[src/rtl/odo_round_key_sequencer.sv]
// Round-key sequencer: issues period indices to the key ROM and XORs the returned keys into a multi-lane state.
// Optional macro ODO_ROUND_KEY_SUM_EN adds a key_sum output with the XOR of every applied key.
module odo_round_key_sequencer #(
  parameter int LANES       = 6,
  parameter int NUM_PERIODS = 9
) (
  input  logic                  clk,
  input  logic                  rst,
  input  logic                  start,
  output logic                  ready,
  input  logic [10*LANES-1:0]   state_in,
  output logic [3:0]            period,
  input  logic [9:0]            key,
  output logic [10*LANES-1:0]   state_out,
  output logic                  done
`ifdef ODO_ROUND_KEY_SUM_EN
  ,
  output logic [9:0]            key_sum
`endif
);

  // Handshake: start is taken only on a cycle where ready=1; done pulses for one
  // cycle with state_out valid, and state_out holds until the next accepted start.
  localparam int LW = (LANES > 1) ? $clog2(LANES) : 1;

  typedef enum logic [1:0] {IDLE, RUN, DONE} fsm_t;

  fsm_t                  fsm;
  logic [4:0]            issue_cnt;
  logic [LW-1:0]         lane_cnt;
  logic                  v;
  logic                  v_d;
  logic [3:0]            pd;
  logic [10*LANES-1:0]   lanes_q;
  logic [10*LANES-1:0]   lanes_next;
  logic                  final_key;

  // pd/v_d line up with the ROM's one-cycle latency, so key is only looked at when v_d=1.
  assign final_key = v_d && (pd == 4'(NUM_PERIODS - 1));

  always_comb begin
    lanes_next = lanes_q;
    if (v_d) begin
      lanes_next[10*int'(lane_cnt) +: 10] = lanes_q[10*int'(lane_cnt) +: 10] ^ key;
    end
  end

  always_ff @(posedge clk or posedge rst) begin
    if (rst) begin
      fsm       <= IDLE;
      ready     <= 1'b1;
      done      <= 1'b0;
      period    <= 4'h0;
      state_out <= '0;
      issue_cnt <= '0;
      lane_cnt  <= '0;
      v         <= 1'b0;
      v_d       <= 1'b0;
      pd        <= 4'h0;
      lanes_q   <= '0;
`ifdef ODO_ROUND_KEY_SUM_EN
      key_sum   <= 10'h000;
`endif
    end else begin
      pd  <= period;
      v_d <= v;
      case (fsm)
        IDLE: begin
          v <= 1'b0;
          if (start) begin
            lanes_q   <= state_in;
            period    <= 4'h0;
            issue_cnt <= 5'd1;
            v         <= 1'b1;
            lane_cnt  <= '0;
            ready     <= 1'b0;
            fsm       <= RUN;
`ifdef ODO_ROUND_KEY_SUM_EN
            key_sum   <= 10'h000;
`endif
          end
        end
        RUN: begin
          if (issue_cnt < 5'(NUM_PERIODS)) begin
            period    <= issue_cnt[3:0];
            issue_cnt <= issue_cnt + 5'd1;
            v         <= 1'b1;
          end else begin
            v <= 1'b0;
          end
          if (v_d) begin
            lanes_q  <= lanes_next;
            lane_cnt <= (lane_cnt == LW'(LANES - 1)) ? '0 : lane_cnt + LW'(1);
`ifdef ODO_ROUND_KEY_SUM_EN
            key_sum  <= key_sum ^ key;
`endif
          end
          if (final_key) begin
            state_out <= lanes_next;
            done      <= 1'b1;
            fsm       <= DONE;
          end
        end
        DONE: begin
          v     <= 1'b0;
          done  <= 1'b0;
          ready <= 1'b1;
          fsm   <= IDLE;
        end
        default: begin
          fsm <= IDLE;
        end
      endcase
    end
  end

endmodule

[config.mk]
export PLATFORM = sky130hd
export DESIGN_NAME = odo_round_key_sequencer
export DESIGN_NICKNAME = d
export VERILOG_FILES = /design/src/rtl/odo_round_key_sequencer.sv
export SDC_FILE = /design/constraint.sdc
export NUM_CORES = 1
export LEC_CHECK = 0
export CORE_ASPECT_RATIO = 1.75
export CORE_MARGIN = 2
export CORE_UTILIZATION = 44
export CTS_CLUSTER_DIAMETER = 120
export CTS_CLUSTER_SIZE = 12
export DETAILED_ROUTE_END_ITERATION = 7
export DONT_BUFFER_PORTS = 1
export GPL_ROUTABILITY_DRIVEN = 0
export PLACE_DENSITY = 0.63
export SLEW_MARGIN = 0
export SYNTH_ARGS = -nofsm -noshare
export SYNTH_HDL_FRONTEND = slang
export SYNTH_SLANG_ARGS = --single-unit
[constraint.sdc]
create_clock -name clk -period 4.4 [get_ports clk]
set_input_delay 0.88 -clock clk [delete_from_list [all_inputs] [get_ports clk]]
set_output_delay 0.88 -clock clk [all_outputs]
set_load 0.1 [all_outputs]
## Word-level counts from Yosys, hierarchy flattened

Index checks and enable logic that the tools add are counted.
W data, S select, Z words.

| cells by class | value |
|---|---|
| add/subtract/negate cells | 3 |
| multiply operators | 1 |
| order comparisons | 1 |
| eq/ne operators | 8 |
| shift operators | 3 |
| muxes and demuxes | 25 |
| bitwise operators | 1 |
| reductions and logical operators | 12 |

Operators by type and width:

| cell | count |
|---|---|
| $mux W60 | 3 |
| $pmux W60 S2 | 1 |
| $bwmux W60 | 1 |
| $shift A10 B33 Y60 const A | 1 |
| $shiftx A10 B33 Y60 | 1 |
| $shiftx A60 B32 Y10 | 1 |
| $neg A7 Y33 | 1 |
| $mux W5 | 2 |
| $pmux W5 S2 | 1 |
| $xor A10 B10 Y10 | 1 |
| $mux W3 | 3 |
| $mux W4 | 2 |
| $ne A2 B2 Y1 const B | 4 |
| $pmux W4 S2 | 1 |
| $reduce_and A2 Y1 | 4 |
| $mul A3 B3 Y6 const A | 1 |
| $pmux W3 S2 | 1 |
| $reduce_and A3 Y1 | 2 |
| $reduce_bool A2 Y1 | 3 |
| $add A5 B1 Y5 const B | 1 |
| $lt A5 B4 Y1 const B | 1 |
| $eq A4 B4 Y1 const B | 1 |
| $mux W1 | 4 |
| $mux W2 | 2 |
| 10 further kinds | 11 |

| storage, ports and cells | value |
|---|---|
| register bits | 142 |
| output and inout bits | 66 |
| word-level logic and storage cells | 65 |

## Logic depth before layout (Yosys ltp)

Gate-level depths: netlist of run 1.

| depth | value |
|---|---|
| depth after elaboration | 8 |
| depth in mapped cells | 16 |
| depth with buffers taken out | 13 |

## Worst setup path after synthesis of run 1

No wires, ideal clock.

| timing | value |
|---|---|
| path kind | register -> register |
| start | register lane_cnt[0] |
| end | register lanes_q[32] |
| arrival | 3.773 ns |
| data required time | 4.274 ns |
| slack | 0.501 ns |
| cell stages (with the launch flop) | 16 |
| cell sequence | dfrtp_1 ha_1 ha_1 clkbuf_1 buf_2 clkbuf_1 nor3_1 ha_1 clkbuf_1 nand3b_1 a211oi_1 clkbuf_1 o21ai_0 nor2_1 o21ai_0 a221o_1 |

| on the way | value |
|---|---|
| word-level cells in the longest chain between the ends | 8 |
| elaborated cells between the ends (all ways) | 10 |

Ends and longest elaborated chain:

| element | RTL line | RTL |
|---|---|---|
| from (decl) | 30 | `logic [LW-1:0] lane_cnt;` |
| from (signal assigned) | 93 | `lane_cnt <= (lane_cnt == LW'(LANES - 1)) ? '0 : lane_cnt + LW'(1);` |
| $mul A3 B3 Y6 (*) | 44 | `lanes_next[10*int'(lane_cnt) +: 10] = lanes_q[10*int'(lane_cnt) +: 10] ^ key;` |
| $shiftx A60 B32 Y10 | 44 |  |
| $xor A10 B10 Y10 | 44 |  |
| $shiftx A10 B33 Y60 | 44 |  |
| $bwmux W60 (*) | 44 |  |
| $mux W60 (*) | 43 | `if (v_d) begin` |
| $mux W60 (*) | 91 | `if (v_d) begin` |
| $pmux W60 S2 (*) | 67 | `case (fsm)` |
| to (signal assigned) | 71 | `lanes_q <= state_in;` |
| to (signal assigned) | 92 | `lanes_q <= lanes_next;` |
| to (decl) | 34 | `logic [10*LANES-1:0] lanes_q;` |

Mark *: on every way between the ends. The rest lies on a longest branch, timed or not. The select of a mux whose other input is x is not followed.
A chain may end at the register's enable or synchronous reset.

## Worst setup path after layout of run 1

| timing | value |
|---|---|
| start | register lane_cnt[1] |
| end | register state_out[2] |

| on the way | value |
|---|---|
| word-level cells in the longest chain between the ends | 6 |
| elaborated cells between the ends (all ways) | 8 |

Ends and longest elaborated chain:

| element | RTL line | RTL |
|---|---|---|
| $mul A3 B3 Y6 (*) | 44 |  |
| $shiftx A60 B32 Y10 | 44 |  |
| $xor A10 B10 Y10 | 44 |  |
| $shiftx A10 B33 Y60 | 44 |  |
| $bwmux W60 (*) | 44 |  |
| $mux W60 (*) | 43 |  |
| to (signal assigned) | 99 | `state_out <= lanes_next;` |
| to (decl) | 14 | `output logic [10*LANES-1:0] state_out,` |

Mark *: on every way between the ends. The rest lies on a longest branch, timed or not.

==> key figures, run 1 <==
Global route
  • Grt peak-use layer: met2
  • GRT met1 Usage: a little under two fifths
  • Largest net degree at the start of global routing: 143
  • GRT Resource Usage Total: roughly 33%
  • Met3 Usage GRT: 7.241%
  • First-pass GRT wire length: around 55,000 µm
  • Met2 usage: about 55%
  • GRT Residual Overflow: 0
  • Number of global-route vias before repair: 9,154
  • Initial antenna violation count: 0

CTS
  • Post-CTS Repair Setup Buffers: 0
  • CTS Root Cell: clkbuf_16
  • CTS tree: done
  • CTS buffer count: 17
  • CTS Sinks: 142
  • CTS clock-pin slew for the worst setup and hold paths: approximately 70 ps
  • Worst-Skew Late Latency: 450 ps
  • Max Buffers Root-to-Sink: 2
  • # H-tree levels: 4

Timing
  • Final Hold Viols: 0
  • Max-slew violation count: 0
  • Layout Skew: 18.91 ps
  • Relative slew margins: between 20% and 30%
  • Sum Neg Setup Slack: 0 ps
  • Setup repair after global routing missed its margin: no
  • Crit share post-route: just over 90%
  • Final setup violation count: 0
  • Fmax: between 200 and 250 MHz
  • Tmin final: about 4000 ps
  • Hold slack: approximately 380 ps
  • Worst Tran Pin Value: between 1000 and 1500 ps

Cells and area
  • Layout cell share with drive strength beyond 1: under 10%
  • Area Overhead vs Synth: 9.185%
  • ANT cells: 0
  • Commonest non-fill, non-tap cells in the layout: dfrtp_1 (140), nand2_1 (110), o21ai_0 (91), nor2_1 (90), a21oi_1 (73)
  • # nets final: 1,169
  • Fin cells: between 1,000 and 1,500
  • Commonest non-fill, non-tap cell in the layout: dfrtp_1

Yosys
  • Synth warn: 0
  • Syn Nets: ~1,200
  • Mapped Avg Cell Area: roughly 8.5 µm²
  • Cells after Synth: 1,106
  • Synth unique cells: around 80
  • Most used DFF post-synth: dfrtp_1
  • Synthesized cell area: roughly 9400 µm²
  • Ys async rst share: between 90% and 100%
  • EDFF count, synth: 0
  • Seq/Total Area, Yosys: 37.93%
  • Flops & latches, synth: about 140

Pwr
  • Switching power: 0.005658 W
  • Total power: about 0.01 W
  • Clk pwr share: between 10 and 15%
  • Pint: roughly 0.0043 W
  • VDD IR-drop max: between 0.5 and 0.6 mV
  • P_leak: 3.944 nW
  • Reg power frac: approximately a third
  • Logic pwr share: approximately 53%
  • Sw frac: between 50% and 60%
  • PwrDens: between 900 and 1000 nW/µm²

Place
  • Number of port buffers: 0
  • Hpwl dp: around 27,000 µm
  • Placed cell count: roughly 1,300

Die
  • DIE AREA: 22,530 µm²
  • Die W: ~110 µm
  • Total core area: approximately 21,000 µm²
  • Chip height: just under 200 µm
  • Initial Utilization: ~45%
  • Site row count: 70
  • IO Pins: about 140

Critical path
  • Setup crit start kind: flop
  • WS Path Type: reg2reg
  • CP arrival: 4400 ps
  • Req. time, crit path: 4700 ps
  • R2R depth: 9
  • Crit. End Element: flop
  • R2R Setup Slk: 290 ps
  • FF-to-FF End: state_out[2]$_DFFE_PP0P_
  • FF-to-FF Start: lane_cnt[1]$_DFFE_PP0P_
  • Worst Setup EP: state_out[2]$_DFFE_PP0P_
  • Critical Path Fanout Max: 15
  • Crit path launch: lane_cnt[1]$_DFFE_PP0P_

Run
  • Max Cap Violations: 0

Route
  • Wire length per cell: 27.58 µm
  • # DRC: 0
  • Vias per cell: around 7
  • Via count: about 9,400
  • Antenna Violating Nets Remaining: 0
  • Drt first pass iters: 5
  • Final wirelength: around 37,000 µm
  • DRT iter0 DRCs: roughly 1,100

Status
  • Status: completed

Worst hold path
  • Hold Startpoint: v$_DFFE_PP0P_
  • HP Class: reg2reg
  • Hold path depth: 0
==> registers in the layout (all words and copies together), names as in the netlist <==
register and flops:
done 1, lanes_q 60, v 1, pd 4
v_d 1, lane_cnt 3, ready 1, state_out 60
period 4, fsm 2, issue_cnt 5
==> synthesized netlist by cell type (all sizes together), types with 20 or more instances <==
library cell	n	share of area [%]
clkbuf	56	2.2
a31oi	22	1.5
mux2i	22	2.3
a22oi	34	2.7
nor2b	20	1.3
dfrtp	141	38
nand3	25	1.3
nor2	93	3.7
nor3	42	2.3
a21oi	76	4.1
nand2	110	4.4
buf	20	1.3
o21ai	96	5.2
o22ai	33	2.2
==> worst min-delay path by stage <==
stage                    end  slack [ps]
4_1_cts        v_d$_DFF_PP0_         380
3_5_place_dp   v_d$_DFF_PP0_         370
3_3_place_gp   v_d$_DFF_PP0_         360
5_1_grt        v_d$_DFF_PP0_         400
6_report       v_d$_DFF_PP0_         380
2_1_floorplan  v_d$_DFF_PP0_         350
==> power groups by stage <==
stage	sequential [W]	clock [W]	combinational, W
after floorplan	0.00297	0	0.00360
after global placement	0.00327	0	0.00500
after detailed placement	0.00327	0	0.00504
after CTS	0.00325	0.00145	0.00506
after global routing	0.00331	0.00150	0.00555
final	0.00328	0.00143	0.00524
==> kinds of logic after synthesis <==
logic type | after synthesis | synth area share, %
flops | 142 | 37.93
simple gates | 380 | 19.50
compound gates | 407 | 29.42
xor+xnor | 29 | 2.710
mux | 37 | 4.192
fa+ha+maj | 14 | 1.869
buf+inv | 97 | 4.379
==> stage by stage <==
stage               instance area (µm²)  setup slack, ps  utilization, %
floorplan                          9376            500.6               -
global placement                   9653            335.2           46.11
detailed placement                 9653            218.9           46.11
CTS                               10230            185.1           48.85
global route                      10230            99.83           48.89
finish                            10230            293.1           48.89
==> per-layer routing <==
layer / up-vias / share of wire (%)
met5: - / 0
met4: 0 / 8.3
met3: 155 / 8.0
met2: 535 / 49
met1: 4555 / 34
li1: 4128 / -
==> layout make-up <==
type	count	area, µm²
timing repair buffer	33	272.8
fill	2005	10700
sequential	142	3556
inverter	21	82.58
clock buffer	23	488.0
clock inverter	9	85.08
tap	252	315.3
multi-input combinational	867	5434
==> critical path: stages (launching register included) <==
cell      delay (ps)
dfrtp_2          530
inv_1            280
ha_1             550
buf_4            270
nor3b_1          590
nand2_1          350
nor3_2           450
a41oi_1          190
a221oi_1         590
o21ai_0          150
==> repair_timing <==
action | 4_1_cts | 5_1_grt
gates resized for setup | 0 | 2
endpoints found under the setup margin | 0 | 7
hold buffers | 0 | 0
Power figures use the tool's default switching activity.
==> run 2: changes to the inputs <==
Settings changed: GPL_ROUTABILITY_DRIVEN 0 to 1, SLEW_MARGIN 0 to 40, TNS_END_PERCENT set to 1.
==> key figures, run 2 (same netlist as run 1, synthesis figures left out) <==
Critical path
  • Critical Path Fanout Max: 15
  • WS Path Type: reg2reg
  • Setup crit start kind: flop
  • Req. time, crit path: around 4800 ps
  • CP arrival: about 4300 ps
  • CP max stage delay: roughly 540 ps
  • Crit path max-delay cell type: a21boi_1
  • Crit path top cell by count: ha_1
  • Crit. End Element: flop
  • Cell chain of the critical path: ha_1 > or3_1 > nor3_1 > ha_1 > nand3b_1 > a211o_1 > nor2_1 > a21boi_1 > o21a_1 > o22ai_1 > a31oi_1

CTS
  • CTS clock-pin slew for the worst setup and hold paths: ~60 ps
  • # H-tree levels: 4
  • CTS Root Cell: clkbuf_16
  • CTS tree: done
  • Max Buffers Root-to-Sink: 2
  • CTS buffer count: 17
  • Worst-Skew Late Latency: approximately 450 ps
  • Post-CTS Repair Setup Buffers: 0
  • Cts repair resizes: 0
  • Hold buffers post-CTS: 0
  • CTS Sinks: between 100 and 150

Die
  • IO Pins: ~140
  • Initial Utilization: around 45%
  • DIE AREA: between 20,000 and 25,000 µm²
  • Total core area: around 21,000 µm²
  • Die W: between 100 and 150 µm
  • Chip height: between 150 and 200 µm
  • Site row count: 70

Timing
  • Setup repair after global routing missed its margin: no
  • Final setup violation count: 0
  • Tmin final: slightly below 4000 ps
  • Relative slew margins: around two fifths
  • Fmax: between 200 and 300 MHz
  • Final Hold Viols: 0
  • Hold slack: around 360 ps
  • Worst Tran Pin Value: 893.1 ps
  • Crit share post-route: just under 90%
  • Sum Neg Setup Slack: 0 ps
  • Layout Skew: ~11 ps
  • Max-slew violation count: 0

Global route
  • GRT Resource Usage Total: between 30% and 40%
  • GRT Residual Overflow: 0
  • Number of global-route vias before repair: roughly 9,000
  • Largest net degree at the start of global routing: ~140
  • Initial antenna violation count: 0
  • First-pass GRT wire length: just under 60,000 µm

Pwr
  • Switching power: just under 0.006 W
  • Logic pwr share: 52.8%
  • Pint: about 0.0045 W
  • Clk pwr share: 15.3%
  • P_leak: 3.989 nW
  • Reg power frac: between 30% and 40%
  • VDD IR-drop max: around 0.46 mV
  • PwrDens: between 900 and 1000 nW/µm²
  • Sw frac: a little under three fifths

Route
  • DRT iter0 DRCs: between 800 and 900
  • Final wirelength: 39,260 µm
  • Antenna Violating Nets Remaining: 0
  • # DRC: 0
  • Via count: slightly above 9,000
  • Wire length per cell: approximately 29 µm
  • Vias per cell: between 6 and 7
  • Drt first pass iters: 5

Status
  • Status: completed

Cells and area
  • Commonest non-fill, non-tap cell in the layout: nand2_1
  • ANT cells: 0
  • Area Overhead vs Synth: 11.73%
  • # nets final: 1,178
  • Commonest non-fill, non-tap cells in the layout: nand2_1 (110), nor2_1 (91), o21ai_0 (90), dfrtp_1 (82), a21oi_1 (73)
  • Largest regs: lanes_q x60, state_out x60, issue_cnt x5
  • Fin cells: 1,356
  • Core Util, Final: 50.03%
  • Layout cell share with drive strength beyond 1: roughly 15%

Place
  • Number of port buffers: 0
  • Hpwl dp: approximately 29,000 µm
  • Placed cell count: roughly 1,300
  • GP Congestion: roughly 1.0

Run
  • Max Cap Violations: 0

Worst hold path
  • HP Class: in2async
==> run 2: layer usage <==
| layer | vias to the layer above | wire (µm) | track usage (%) |
|---|---|---|---|
| li1 | 4126 | - | - |
| met1 | 4569 | 14130 | 40.38 |
| met2 | 504 | 19280 | 57.98 |
| met3 | 141 | 2610 | 7.272 |
| met4 | 0 | 3245 | 25.93 |
| met5 | - | 0 | 0 |
==> run 2: power groups by stage <==
| stage | Sequential (W) | Combinational [W] | Clock [W] |
|---|---|---|---|
| after floorplan | 0.00297 | 0.00360 | 0 |
| after global routing | 0.00332 | 0.00582 | 0.00164 |
| after detailed placement | 0.00328 | 0.00528 | 0 |
| after CTS | 0.00326 | 0.00530 | 0.00160 |
| after global placement | 0.00327 | 0.00524 | 0 |
| final | 0.00329 | 0.00545 | 0.00158 |
==> run 2: final cells by class <==
| cell class | instances | area [µm²] |
|---|---|---|
| fillers | 1983 | 10460 |
| flip-flops and latches | 142 | 3628 |
| multi-input cells | 867 | 5439 |
| well taps | 252 | 315.3 |
| repair buffers | 42 | 376.6 |
| clock buffers | 19 | 442.9 |
| inverters | 21 | 82.58 |
| clock inverters | 13 | 187.7 |
==> run 2: stage by stage <==
step	power, W	instance area, µm²	setup slack [ps]
final	0.01031	10470	482.9
after global routing	0.01078	10470	212.7
after CTS	0.01016	10400	529.8
after detailed placement	0.008552	9766	565.7
after global placement	0.008515	9691	490.3
after floorplan	0.006566	9376	500.6
==> run 2: path summary, 6_finish.rpt <==
| check | start | end | slack [ps] | cells after the start |
|---|---|---|---|---|
| min in group clk | v$_DFFE_PP0P_ | v_d$_DFF_PP0_ | 380 | 0 |
| worst min register to register | v$_DFFE_PP0P_ | v_d$_DFF_PP0_ | 380 | 0 |
| worst min-delay path | rst | state_out[14]$_DFFE_PP0P_ | 360 | 2 |
| worst max-delay path | lane_cnt[2]$_DFFE_PP0P_ | lanes_q[25]$_DFFE_PP0P_ | 480 | 11 |
| worst max register to register | lane_cnt[2]$_DFFE_PP0P_ | lanes_q[25]$_DFFE_PP0P_ | 480 | 11 |
| max in group asynchronous | rst | state_out[38]$_DFFE_PP0P_ | 3220 | 3 |
==> run 2: critical path, delay by kind of cell (launching register included) <==
kind | cells | cell delay [ps]
flip-flops | 1 | 430
AO/OA/AOI/OAI | 5 | 1480
adder cells (fa/ha/maj) | 2 | 650
AND/OR/NAND/NOR | 4 | 1280
==> run 3: changes to the inputs <==
Settings changed: RECOVER_POWER set to 100, SKIP_CTS_REPAIR_TIMING set to 1.
==> key figures, run 3 (same netlist as run 1, synthesis figures left out) <==
CTS
  • Worst-Skew Late Latency: ~450 ps
  • CTS buffer count: 17
  • CTS clock-pin slew for the worst setup and hold paths: roughly 60 ps
  • CTS Root Cell: clkbuf_16
  • # H-tree levels: 4
  • CTS tree: done
  • CTS Sinks: 142
  • Max Buffers Root-to-Sink: 2

Global route
  • GRT Residual Overflow: 0
  • GRT Resource Usage Total: 35.38%
  • First-pass GRT wire length: between 50,000 and 60,000 µm
  • Met3 Usage GRT: 7.272%
  • Initial antenna violation count: 0
  • Met2 usage: 57.98%
  • Number of global-route vias before repair: 9,182
  • GRT met1 Usage: 40.38%
  • Largest net degree at the start of global routing: 143
  • Grt peak-use layer: met2

Timing
  • Setup repair after global routing missed its margin: no
  • Relative slew margins: -99.22%
  • Worst Tran Pin Value: about 3000 ps
  • Fmax: between 200 and 250 MHz
  • Final Hold Viols: 0
  • Tmin final: 4031 ps
  • Hold slack: approximately 380 ps
  • Layout Skew: about 15 ps
  • Sum Neg Setup Slack: 0 ps
  • Final setup violation count: 0
  • Crit share post-route: 91.61%
  • Max-slew violation count: 51

Pwr
  • Reg power frac: a little under a third
  • VDD IR-drop max: between 0.4 and 0.5 mV
  • Sw frac: 56.59%
  • P_leak: 3.991 nW
  • Clk pwr share: ~15%
  • Switching power: 0.005797 W
  • Logic pwr share: ~53%
  • Total power: between 0.01 and 0.015 W
  • Pint: approximately 0.0044 W
  • PwrDens: ~990 nW/µm²

Run
  • Max Cap Violations: 1

Die
  • Initial Utilization: between 40 and 50%
  • Site row count: 70
  • Chip height: roughly 200 µm
  • Die W: roughly 110 µm
  • DIE AREA: roughly 23,000 µm²
  • IO Pins: between 100 and 150
  • Total core area: ~21,000 µm²

Route
  • Wire length per cell: 28.94 µm
  • DRT iter0 DRCs: between 700 and 800
  • Final wirelength: 39,240 µm
  • # DRC: 0
  • Antenna Violating Nets Remaining: 0
  • Vias per cell: ~7
  • Via count: approximately 9,300
  • Drt first pass iters: 6

Place
  • GP Congestion: between 1 and 1.5
  • Placed cell count: 1,322
  • Hpwl dp: 29,270 µm
  • Number of port buffers: 0

Cells and area
  • # nets final: 1,178
  • FILL cells: between 2,000 and 2,500
  • Commonest non-fill, non-tap cells in the layout: dfrtp_1 (140), nand2_1 (110), nor2_1 (92), o21ai_0 (92), a21oi_1 (74)
  • Layout cell share with drive strength beyond 1: 8.605%
  • Area Overhead vs Synth: 10.13%
  • Core Util, Final: roughly 49%
  • Largest regs: lanes_q x60, state_out x60, issue_cnt x5
  • Commonest non-fill, non-tap cell in the layout: dfrtp_1
  • Fin cells: ~1,400
  • ANT cells: 0

Critical path
  • Setup crit start kind: flop
  • R2R Setup Slk: between 300 and 400 ps
  • CP arrival: between 4000 and 5000 ps
  • Req. time, crit path: between 4000 and 5000 ps
  • WS Path Type: reg2reg
  • Critical Path Fanout Max: 39
  • Crit. End Element: flop

Status
  • Failing checks: max-capacitance violations, max-slew violations
  • Status: finished, violations left

Worst hold path
  • HP Class: reg2reg
[run 3: path summary, 6_finish.rpt]
kind | from | to | depth (start not counted)
setup reg to reg | fsm[1]$_DFFE_PP0P_ | lanes_q[57]$_DFFE_PP0P_ | 9
hold / removal | v$_DFFE_PP0P_ | v_d$_DFF_PP0_ | 0
max in group asynchronous | rst | lane_cnt[1]$_DFFE_PP0P_ | 2
min in group asynchronous | rst | state_out[14]$_DFFE_PP0P_ | 2
hold reg to reg | v$_DFFE_PP0P_ | v_d$_DFF_PP0_ | 0
setup / recovery | fsm[1]$_DFFE_PP0P_ | lanes_q[57]$_DFFE_PP0P_ | 9
[run 3: per-layer routing]
metal | vias to the layer above | part of all wire (%)
li1 | 4125 | -
met1 | 4499 | 35
met2 | 526 | 49
met3 | 155 | 7.2
met4 | 0 | 8.9
met5 | - | 0
[run 3: cell type report]
class / instances / area, µm² / area share, %
repair buffers: 42 / 321.6 / 3.115
inverters: 21 / 80.08 / 0.7758
flip-flops and latches: 142 / 3556 / 34.45
clock inverters: 13 / 187.7 / 1.818
well taps: 252 / 315.3 / 3.055
multi-input cells: 867 / 5419 / 52.50
clock buffers: 19 / 442.9 / 4.291
[run 3: metrics by stage]
| stage | setup WS [ps] | instance area [µm²] |
|---|---|---|
| 2_1_floorplan | 500.6 | 9376 |
| 3_3_place_gp | 490.3 | 9691 |
| 3_5_place_dp | 565.7 | 9766 |
| 4_1_cts | 529.8 | 10400 |
| 5_1_grt | 165.8 | 10320 |
| 6_report | 369.0 | 10320 |
[run 3: critical path: stages, from the launching register on]
cell and delay [ps]:
dfrtp_1 390, inv_1 90, ha_1 190, buf_4 300
inv_1 190, clkbuf_1 970, nand2_1 810, clkbuf_1 520
o22ai_1 300, a31oi_1 80
[run 3: power groups by stage]
stage                     sequential [W]  clock (W)  combinational (W)
after floorplan                  0.00297          0            0.00360
after CTS                        0.00326    0.00160            0.00530
final                            0.00325    0.00158            0.00541
after global routing             0.00329    0.00164            0.00579
after global placement           0.00327          0            0.00524
after detailed placement         0.00328          0            0.00528
